### src/rtl/fc_ctrl_pkg.sv
// Shared definitions for the FC-layer sequencer: state encoding, default
// geometry of the binary feature vector and the class-score bus.
package fc_ctrl_pkg;

  localparam int INPUT_NUM_DEF  = 400;
  localparam int LANES_DEF      = 16;
  localparam int OUTPUT_NUM_DEF = 10;
  localparam int OUT_W_DEF      = 9;
  localparam int BEATS_DEF      = INPUT_NUM_DEF / LANES_DEF;

  localparam int ADDR_W  = 5;
  localparam int CLASS_W = 4;
  localparam logic [CLASS_W-1:0] CLASS_ERR = 4'hF;

  typedef enum logic [2:0] {
    ST_IDLE,
    ST_STREAM,
    ST_WAIT,
    ST_ARGMAX,
    ST_DONE
  } state_e;

endpackage

### src/rtl/fc_argmax_step.sv
// One compare-select step of the running signed argmax; a strict greater-than
// keeps the earlier (lower) index on ties.
module fc_argmax_step
  import fc_ctrl_pkg::*;
#(
  parameter int OUT_W = OUT_W_DEF,
  parameter int IDX_W = CLASS_W
) (
  input  logic signed [OUT_W-1:0] best_in,
  input  logic        [IDX_W-1:0] idx_in,
  input  logic signed [OUT_W-1:0] cand,
  input  logic        [IDX_W-1:0] cand_idx,
  output logic signed [OUT_W-1:0] best_out,
  output logic        [IDX_W-1:0] idx_out
);

  always_comb begin
    best_out = best_in;
    idx_out  = idx_in;
    if (cand > best_in) begin
      best_out = cand;
      idx_out  = cand_idx;
    end
  end

endmodule

### src/rtl/fc_ctrl.sv
// Streams a buffered binary feature vector into the FC layer, waits for its
// class scores (with timeout) and reports the winning class via signed argmax.
module fc_ctrl
  import fc_ctrl_pkg::*;
#(
  parameter int INPUT_NUM  = INPUT_NUM_DEF,
  parameter int LANES      = LANES_DEF,
  parameter int OUTPUT_NUM = OUTPUT_NUM_DEF,
  parameter int OUT_W      = OUT_W_DEF,
  parameter int TIMEOUT    = 255
) (
  input  logic                        clk,
  input  logic                        rst_n,
  input  logic                        wr_en,
  input  logic [ADDR_W-1:0]           wr_addr,
  input  logic [LANES-1:0]            wr_data,
  input  logic                        start,
  output logic                        fc_valid_in,
  output logic [LANES-1:0]            fc_pixel,
  input  logic                        fc_valid_out,
  input  logic [OUTPUT_NUM*OUT_W-1:0] fc_scores,
  output logic                        busy,
  output logic                        done,
  output logic [CLASS_W-1:0]          class_out,
  output logic [OUT_W-1:0]            max_score,
  output logic                        timeout_err
);

  localparam int BEATS = INPUT_NUM / LANES;
  localparam int TMO_W = $clog2(TIMEOUT + 1);
  localparam logic [ADDR_W-1:0]  BEATS_A  = ADDR_W'(BEATS);
  localparam logic [CLASS_W-1:0] LAST_IDX = CLASS_W'(OUTPUT_NUM - 1);
  localparam logic [TMO_W-1:0]   TMO_MAX  = TMO_W'(TIMEOUT);

  logic [LANES-1:0] feat_q [BEATS];

  state_e                    state_q, state_d;
  logic [ADDR_W-1:0]         beat_q, beat_d;
  logic [TMO_W-1:0]          tmo_q, tmo_d;
  logic [CLASS_W-1:0]        arg_q, arg_d;
  logic signed [OUT_W-1:0]   score_q [OUTPUT_NUM];
  logic signed [OUT_W-1:0]   score_d [OUTPUT_NUM];
  logic signed [OUT_W-1:0]   best_q, best_d, step_best;
  logic [CLASS_W-1:0]        idx_q, idx_d, step_idx;
  logic                      fc_valid_in_q, fc_valid_in_d;
  logic [LANES-1:0]          fc_pixel_q, fc_pixel_d;
  logic                      busy_q, busy_d;
  logic                      done_q, done_d;
  logic [CLASS_W-1:0]        class_q, class_d;
  logic [OUT_W-1:0]          max_q, max_d;
  logic                      tmo_err_q, tmo_err_d;

  // Buffer is frozen while a run is in flight so the stream stays coherent.
  always_ff @(posedge clk) begin
    if (wr_en && !busy_q && (wr_addr < BEATS_A)) begin
      feat_q[wr_addr] <= wr_data;
    end
  end

  fc_argmax_step #(
    .OUT_W (OUT_W),
    .IDX_W (CLASS_W)
  ) u_step (
    .best_in  (best_q),
    .idx_in   (idx_q),
    .cand     (score_q[arg_q]),
    .cand_idx (arg_q),
    .best_out (step_best),
    .idx_out  (step_idx)
  );

  always_comb begin
    state_d       = state_q;
    beat_d        = beat_q;
    tmo_d         = tmo_q;
    arg_d         = arg_q;
    score_d       = score_q;
    best_d        = best_q;
    idx_d         = idx_q;
    fc_valid_in_d = 1'b0;
    fc_pixel_d    = '0;
    done_d        = 1'b0;
    class_d       = class_q;
    max_d         = max_q;
    tmo_err_d     = tmo_err_q;

    unique case (state_q)
      ST_IDLE: begin
        if (start) begin
          state_d       = ST_STREAM;
          fc_valid_in_d = 1'b1;
          fc_pixel_d    = feat_q[0];
          beat_d        = ADDR_W'(1);
          tmo_err_d     = 1'b0;
        end
      end
      ST_STREAM: begin
        // beat_q is the index of the next beat to present
        if (beat_q == BEATS_A) begin
          state_d = ST_WAIT;
          beat_d  = '0;
          tmo_d   = '0;
        end else begin
          fc_valid_in_d = 1'b1;
          fc_pixel_d    = feat_q[beat_q];
          beat_d        = beat_q + 1'b1;
        end
      end
      ST_WAIT: begin
        if (fc_valid_out) begin
          for (int i = 0; i < OUTPUT_NUM; i++) begin
            score_d[i] = fc_scores[i*OUT_W +: OUT_W];
          end
          state_d = ST_ARGMAX;
          arg_d   = '0;
          tmo_d   = '0;
        end else if (tmo_q == TMO_MAX) begin
          state_d   = ST_DONE;
          done_d    = 1'b1;
          class_d   = CLASS_ERR;
          max_d     = '0;
          tmo_err_d = 1'b1;
          tmo_d     = '0;
        end else begin
          tmo_d = tmo_q + 1'b1;
        end
      end
      ST_ARGMAX: begin
        // First cycle seeds the running best with score 0, then one index per cycle.
        if (arg_q == '0) begin
          best_d = score_q[0];
          idx_d  = '0;
          arg_d  = CLASS_W'(1);
        end else begin
          best_d = step_best;
          idx_d  = step_idx;
          if (arg_q == LAST_IDX) begin
            state_d = ST_DONE;
            done_d  = 1'b1;
            class_d = step_idx;
            max_d   = step_best;
            arg_d   = '0;
          end else begin
            arg_d = arg_q + 1'b1;
          end
        end
      end
      ST_DONE: state_d = ST_IDLE;
      default: state_d = ST_IDLE;
    endcase

    busy_d = (state_d != ST_IDLE);
  end

  always_ff @(posedge clk or negedge rst_n) begin
    if (!rst_n) begin
      state_q       <= ST_IDLE;
      beat_q        <= '0;
      tmo_q         <= '0;
      arg_q         <= '0;
      for (int i = 0; i < OUTPUT_NUM; i++) score_q[i] <= '0;
      best_q        <= '0;
      idx_q         <= '0;
      fc_valid_in_q <= 1'b0;
      fc_pixel_q    <= '0;
      busy_q        <= 1'b0;
      done_q        <= 1'b0;
      class_q       <= '0;
      max_q         <= '0;
      tmo_err_q     <= 1'b0;
    end else begin
      state_q       <= state_d;
      beat_q        <= beat_d;
      tmo_q         <= tmo_d;
      arg_q         <= arg_d;
      score_q       <= score_d;
      best_q        <= best_d;
      idx_q         <= idx_d;
      fc_valid_in_q <= fc_valid_in_d;
      fc_pixel_q    <= fc_pixel_d;
      busy_q        <= busy_d;
      done_q        <= done_d;
      class_q       <= class_d;
      max_q         <= max_d;
      tmo_err_q     <= tmo_err_d;
    end
  end

  assign fc_valid_in = fc_valid_in_q;
  assign fc_pixel    = fc_pixel_q;
  assign busy        = busy_q;
  assign done        = done_q;
  assign class_out   = class_q;
  assign max_score   = max_q;
  assign timeout_err = tmo_err_q;

endmodule

### config.mk
export PLATFORM = sky130hd
export DESIGN_NAME = fc_ctrl
export DESIGN_NICKNAME = d
export VERILOG_FILES = /design/src/rtl/fc_ctrl_pkg.sv /design/src/rtl/fc_argmax_step.sv /design/src/rtl/fc_ctrl.sv
export SDC_FILE = /design/constraint.sdc
export NUM_CORES = 1
export LEC_CHECK = 0
export ABC_AREA = 0
export ABC_CLOCK_PERIOD_IN_PS = 8100
export BUFFER_PORTS_ARGS = -buffer_cell sky130_fd_sc_hd__buf_2
export CAP_MARGIN = 20
export CORE_MARGIN = 4
export CORE_UTILIZATION = 55
export CTS_CLUSTER_DIAMETER = 50
export CTS_CLUSTER_SIZE = 30
export DETAILED_ROUTE_END_ITERATION = 12
export PLACE_DENSITY = 0.73
export SLEW_MARGIN = 40
export SYNTH_ARGS = -nofsm -noshare
export SYNTH_HDL_FRONTEND = slang
export SYNTH_SLANG_ARGS = --single-unit
### constraint.sdc
create_clock -name clk -period 8.1 [get_ports clk]
set_input_delay 0.405 -clock clk [delete_from_list [all_inputs] [get_ports clk]]
set_output_delay 0.405 -clock clk [all_outputs]
set_load 0.02 [all_outputs]
==> impl_metrics.csv <==
group,metric,value,unit
hold_path,min_from,"fc_scores[21]",
die,die_h,212,um
power_and_ir_drop,power.internal,0.00550,W
setup_path,end_kind,"flip-flop",
global_route,grt_pass1_wl,76700,um
power_and_ir_drop,power_density,316,nW/um^2
setup_path,start_kind,"flip-flop",
power_and_ir_drop,p_sw,0.00266,W
hold_path,holdPathStages,2,
routing,ant_nets,0,
setup_path,worst_r2r_path_depth,10,
sta,setup_viol,0,
synthesis,synth_area,22800,sq um
setup_path,r2r-start,"arg_q[0]$_DFFE_PN0P_",
clock_network,ctsHtreeMaxLevel,2,
clock_network,clockBufferDepth,3,
synthesis,yosysUniqueCellTypes,60,
sta,rsz0062_at_grt,"no",
die,rows,74,
sta,worst_pin_slew,0.836,ns
clock_network,postCtsSetupBuffers,0,
sta,drv_slew,0,
setup_path,arrival,4.83,ns
routing,drtIter0Drc,1289,
sta,timing.final.crit_share,54.4,%
global_route,grt_max_degree,95,
cells_and_area,register_area,15900,sq um
synthesis,syn_nets,1497,
sta,finalHoldViolCount,0,
routing,wl,50000,um
synthesis,synth-seq-area-share,69.8,%
power_and_ir_drop,ir_drop,0.000240,V
synthesis,async_reset_ff_share,28.1,%
synthesis,synth_edf_count,400,
routing,first_pass_iters,5,
setup_path,path_class,"flip-flop to flip-flop",
die,core_area,40900,sq um
power_and_ir_drop,switching_share,32.6,%
cells_and_area,nNetsFinal,1649,
synthesis,synth_area_leaders,"edfxtp_1, dfrtp_1, mux4_2, mux2_2, mux2i_1",
run_status,outcome,"finished, final reports clean",
power_and_ir_drop,seqPwrFrac,43.9,%
sta,layout_min_cycle_time,4.41,ns
placement,io_buffers,148,
placement,dp_hpwl,31900,um
synthesis,postSynthCellCount,1366,
power_and_ir_drop,power_leakage,9.54,nW
die,initial_core_util,55.7,%
clock_network,clock_sinks,556,
routing,wire_per_inst,23.9,um
sta,finalSetupTns,0,ns
synthesis,yosys.area.top_type_share,52.7,%
clock_network,numCtsBuffers,45,
power_and_ir_drop,pwr-share-comb,27.3,%
power_and_ir_drop,finalPower,0.00816,W
routing,remaining_drc_errors,0,
global_route,antenna_found_initial,1,
clock_network,cts_hold_buf,1,
routing,vias,12700,
die,die_x,212,um
synthesis,synth_top_area_cell,"edfxtp_1",
die,die_area,44800,sq um
hold_path,min_path_type,"input port to flip-flop",
cells_and_area,n_fill_cell,2855,
clock_network,cts-root-buf,"clkbuf_16",
synthesis,avgSynthCellArea,16.7,sq um
synthesis,synth_seq_cells,556,
setup_path,cp_max_fo,19,
cells_and_area,diodes,0,
cells_and_area,multi_input_area,6430,sq um
cells_and_area,synthToLayoutAreaGrowth,13.1,%
setup_path,required,8.53,ns
clock_network,clk_pin_slew_worst_paths,0.08,ns
die,ios,149,
hold_path,hold_path_end,"score_q[66]$_DFFE_PN0P_",
synthesis,yosysWarningCount,0,
placement,globalplace.congestion,0.825,
setup_path,r2r_end,"best_q[0]$_DFFE_PN0P_",
synthesis,synthFlopType,"edfxtp_1",
power_and_ir_drop,pwr-share-clk,28.8,%
clock_network,post_cts_resized,0,
clock_network,clk_latency,0.60,ns
global_route,grt_pass1_vias,12600,
clock_network,tritoncts,"built",
setup_path,rrSetupSlack,3.69,ns
global_route,grt_usage,22.6,%
routing,viasPerCell,6.06,
global_route,grt.overflow.total,0,
cells_and_area,drive_above_1_share,30.5,%
sta,slew_headroom,44.2,%
sta,finalClockSkew,0.0305,ns
flow_run,maxCapViolations,0,
sta,max_freq,227,MHz
[synth_stat cells, types with 4 or more instances]
master,count
o31ai_1,12
inv_1,26
nor2b_1,5
mux2_2,90
buf_1,8
a221oi_1,8
buf_2,33
mux2i_1,61
a22o_1,4
nand3_1,9
nand2b_1,8
nand4_1,4
edfxtp_1,400
nor2_1,67
mux4_2,96
nand2_1,148
a21oi_1,41
ha_1,15
dfrtp_1,156
o21ai_0,19
or4_1,8
clkbuf_1,28
buf_4,4
o22ai_1,9
o311ai_1,8
o221ai_2,7
buf_6,4
nor3_1,4
o211ai_1,35
[power by group through the flow]
stage,combinational (W),clock (W),sequential (W)
after floorplan,0.00169,0,0.00354
after global placement,0.00215,0,0.00368
after detailed placement,0.00219,0,0.00369
after CTS,0.00220,0.00240,0.00363
after global routing,0.00244,0.00253,0.00362
final,0.00223,0.00235,0.00358
[routing by layer]
metal | track usage, % | vias to the layer above | wire length [um]
li1 | - | 5619 | -
met3 | 4.33 | 67 | 3870
met5 | 0 | - | 7
met4 | 5.80 | 2 | 1040
met1 | 33.2 | 6497 | 20900
met2 | 35.5 | 466 | 24200
[cell families (layout without fill, tap and decap cells)]
group	count (synthesis)	count (layout)	synth area share, %
buffers and inverters	104	293	2.14
AO/OA/AOI/OAI	164	164	5.14
adder cells (fa/ha/maj)	15	15	0.823
AND/OR/NAND/NOR	279	279	5.47
multiplexers	247	247	16.6
XOR/XNOR	1	1	0.0384
flip-flops	556	556	69.8
[how the worst max path moves through the flow]
stage	depth (start not counted)	start	end	slack, ns
after CTS	10	arg_q[0]$_DFFE_PN0P_	best_q[0]$_DFFE_PN0P_	3.61
final	10	arg_q[0]$_DFFE_PN0P_	best_q[0]$_DFFE_PN0P_	3.69
after global routing	10	arg_q[0]$_DFFE_PN0P_	max_score[2]$_DFFE_PN0P_	3.43
after floorplan	13	arg_q[0]$_DFFE_PN0P_	max_score[5]$_DFFE_PN0P_	4.95
after global placement	10	arg_q[0]$_DFFE_PN0P_	best_q[0]$_DFFE_PN0P_	3.75
after detailed placement	10	arg_q[0]$_DFFE_PN0P_	best_q[0]$_DFFE_PN0P_	3.63
[registers in the layout, indices dropped and copies added (netlist names)]
name and count:
feat_q 400, beat_q 5, idx_q 4, class_out 4, best_q 9, tmo_q 8
max_score 9, busy 1, done 1, timeout_err 1, state_q 3, fc_valid_in 1
arg_q 4, fc_pixel 16, score_q 90
[per-stage QoR]
stage               hold WS, ns  instances  cell area, sq um  utilization [%]  worst slack [ns]
detailed placement        0.476       2001             24100             59.0              3.63
floorplan                 0.109       1366             22800                -              4.95
global route             0.0237       2087             25800             63.0              3.43
global placement          0.472       2001             24100             58.9              3.75
CTS                     0.00689       2086             25800             63.0              3.61
finish                   0.0474       2087             25800             63.0              3.69
[layout by cell type, fill, tap and decap left out, drive strengths merged, types with 5 or more instances in the layout]
master,netlist,routed
edfxtp,400,400
buf,50,182
dfrtp,156,156
nand2,148,148
mux4,96,96
mux2,90,90
nor2,67,67
mux2i,61,61
clkbuf,28,53
inv,26,48
a21oi,41,41
o211ai,35,35
o21ai,20,20
ha,15,15
o31ai,12,12
o311ai,10,10
nand3,9,9
o22ai,9,9
o221ai,9,9
a221oi,8,8
or4,8,8
nand2b,8,8
clkinv,0,8
nor2b,5,5
nor3,5,5
[critical path, cell delays in order (launching register included)]
cell	delay, ns
dfrtp_1	0.88
or2_1	0.66
nor2_1	0.11
o31ai_1	0.52
inv_1	0.09
ha_1	0.31
a21o_1	0.17
a2111oi_2	0.39
o211a_2	0.45
o21a_1	0.49
a221oi_1	0.16
[cell type report]
| class | count | share of cell area (%) |
|---|---|---|
| multi-input cells | 706 | 24.9 |
| clock buffers | 53 | 4.73 |
| flip-flops and latches | 556 | 61.8 |
| well taps | 532 | 2.58 |
| inverters | 26 | 0.378 |
| repair buffers | 183 | 4.05 |
| clock inverters | 31 | 1.56 |
Power figures use the tool's default switching activity.
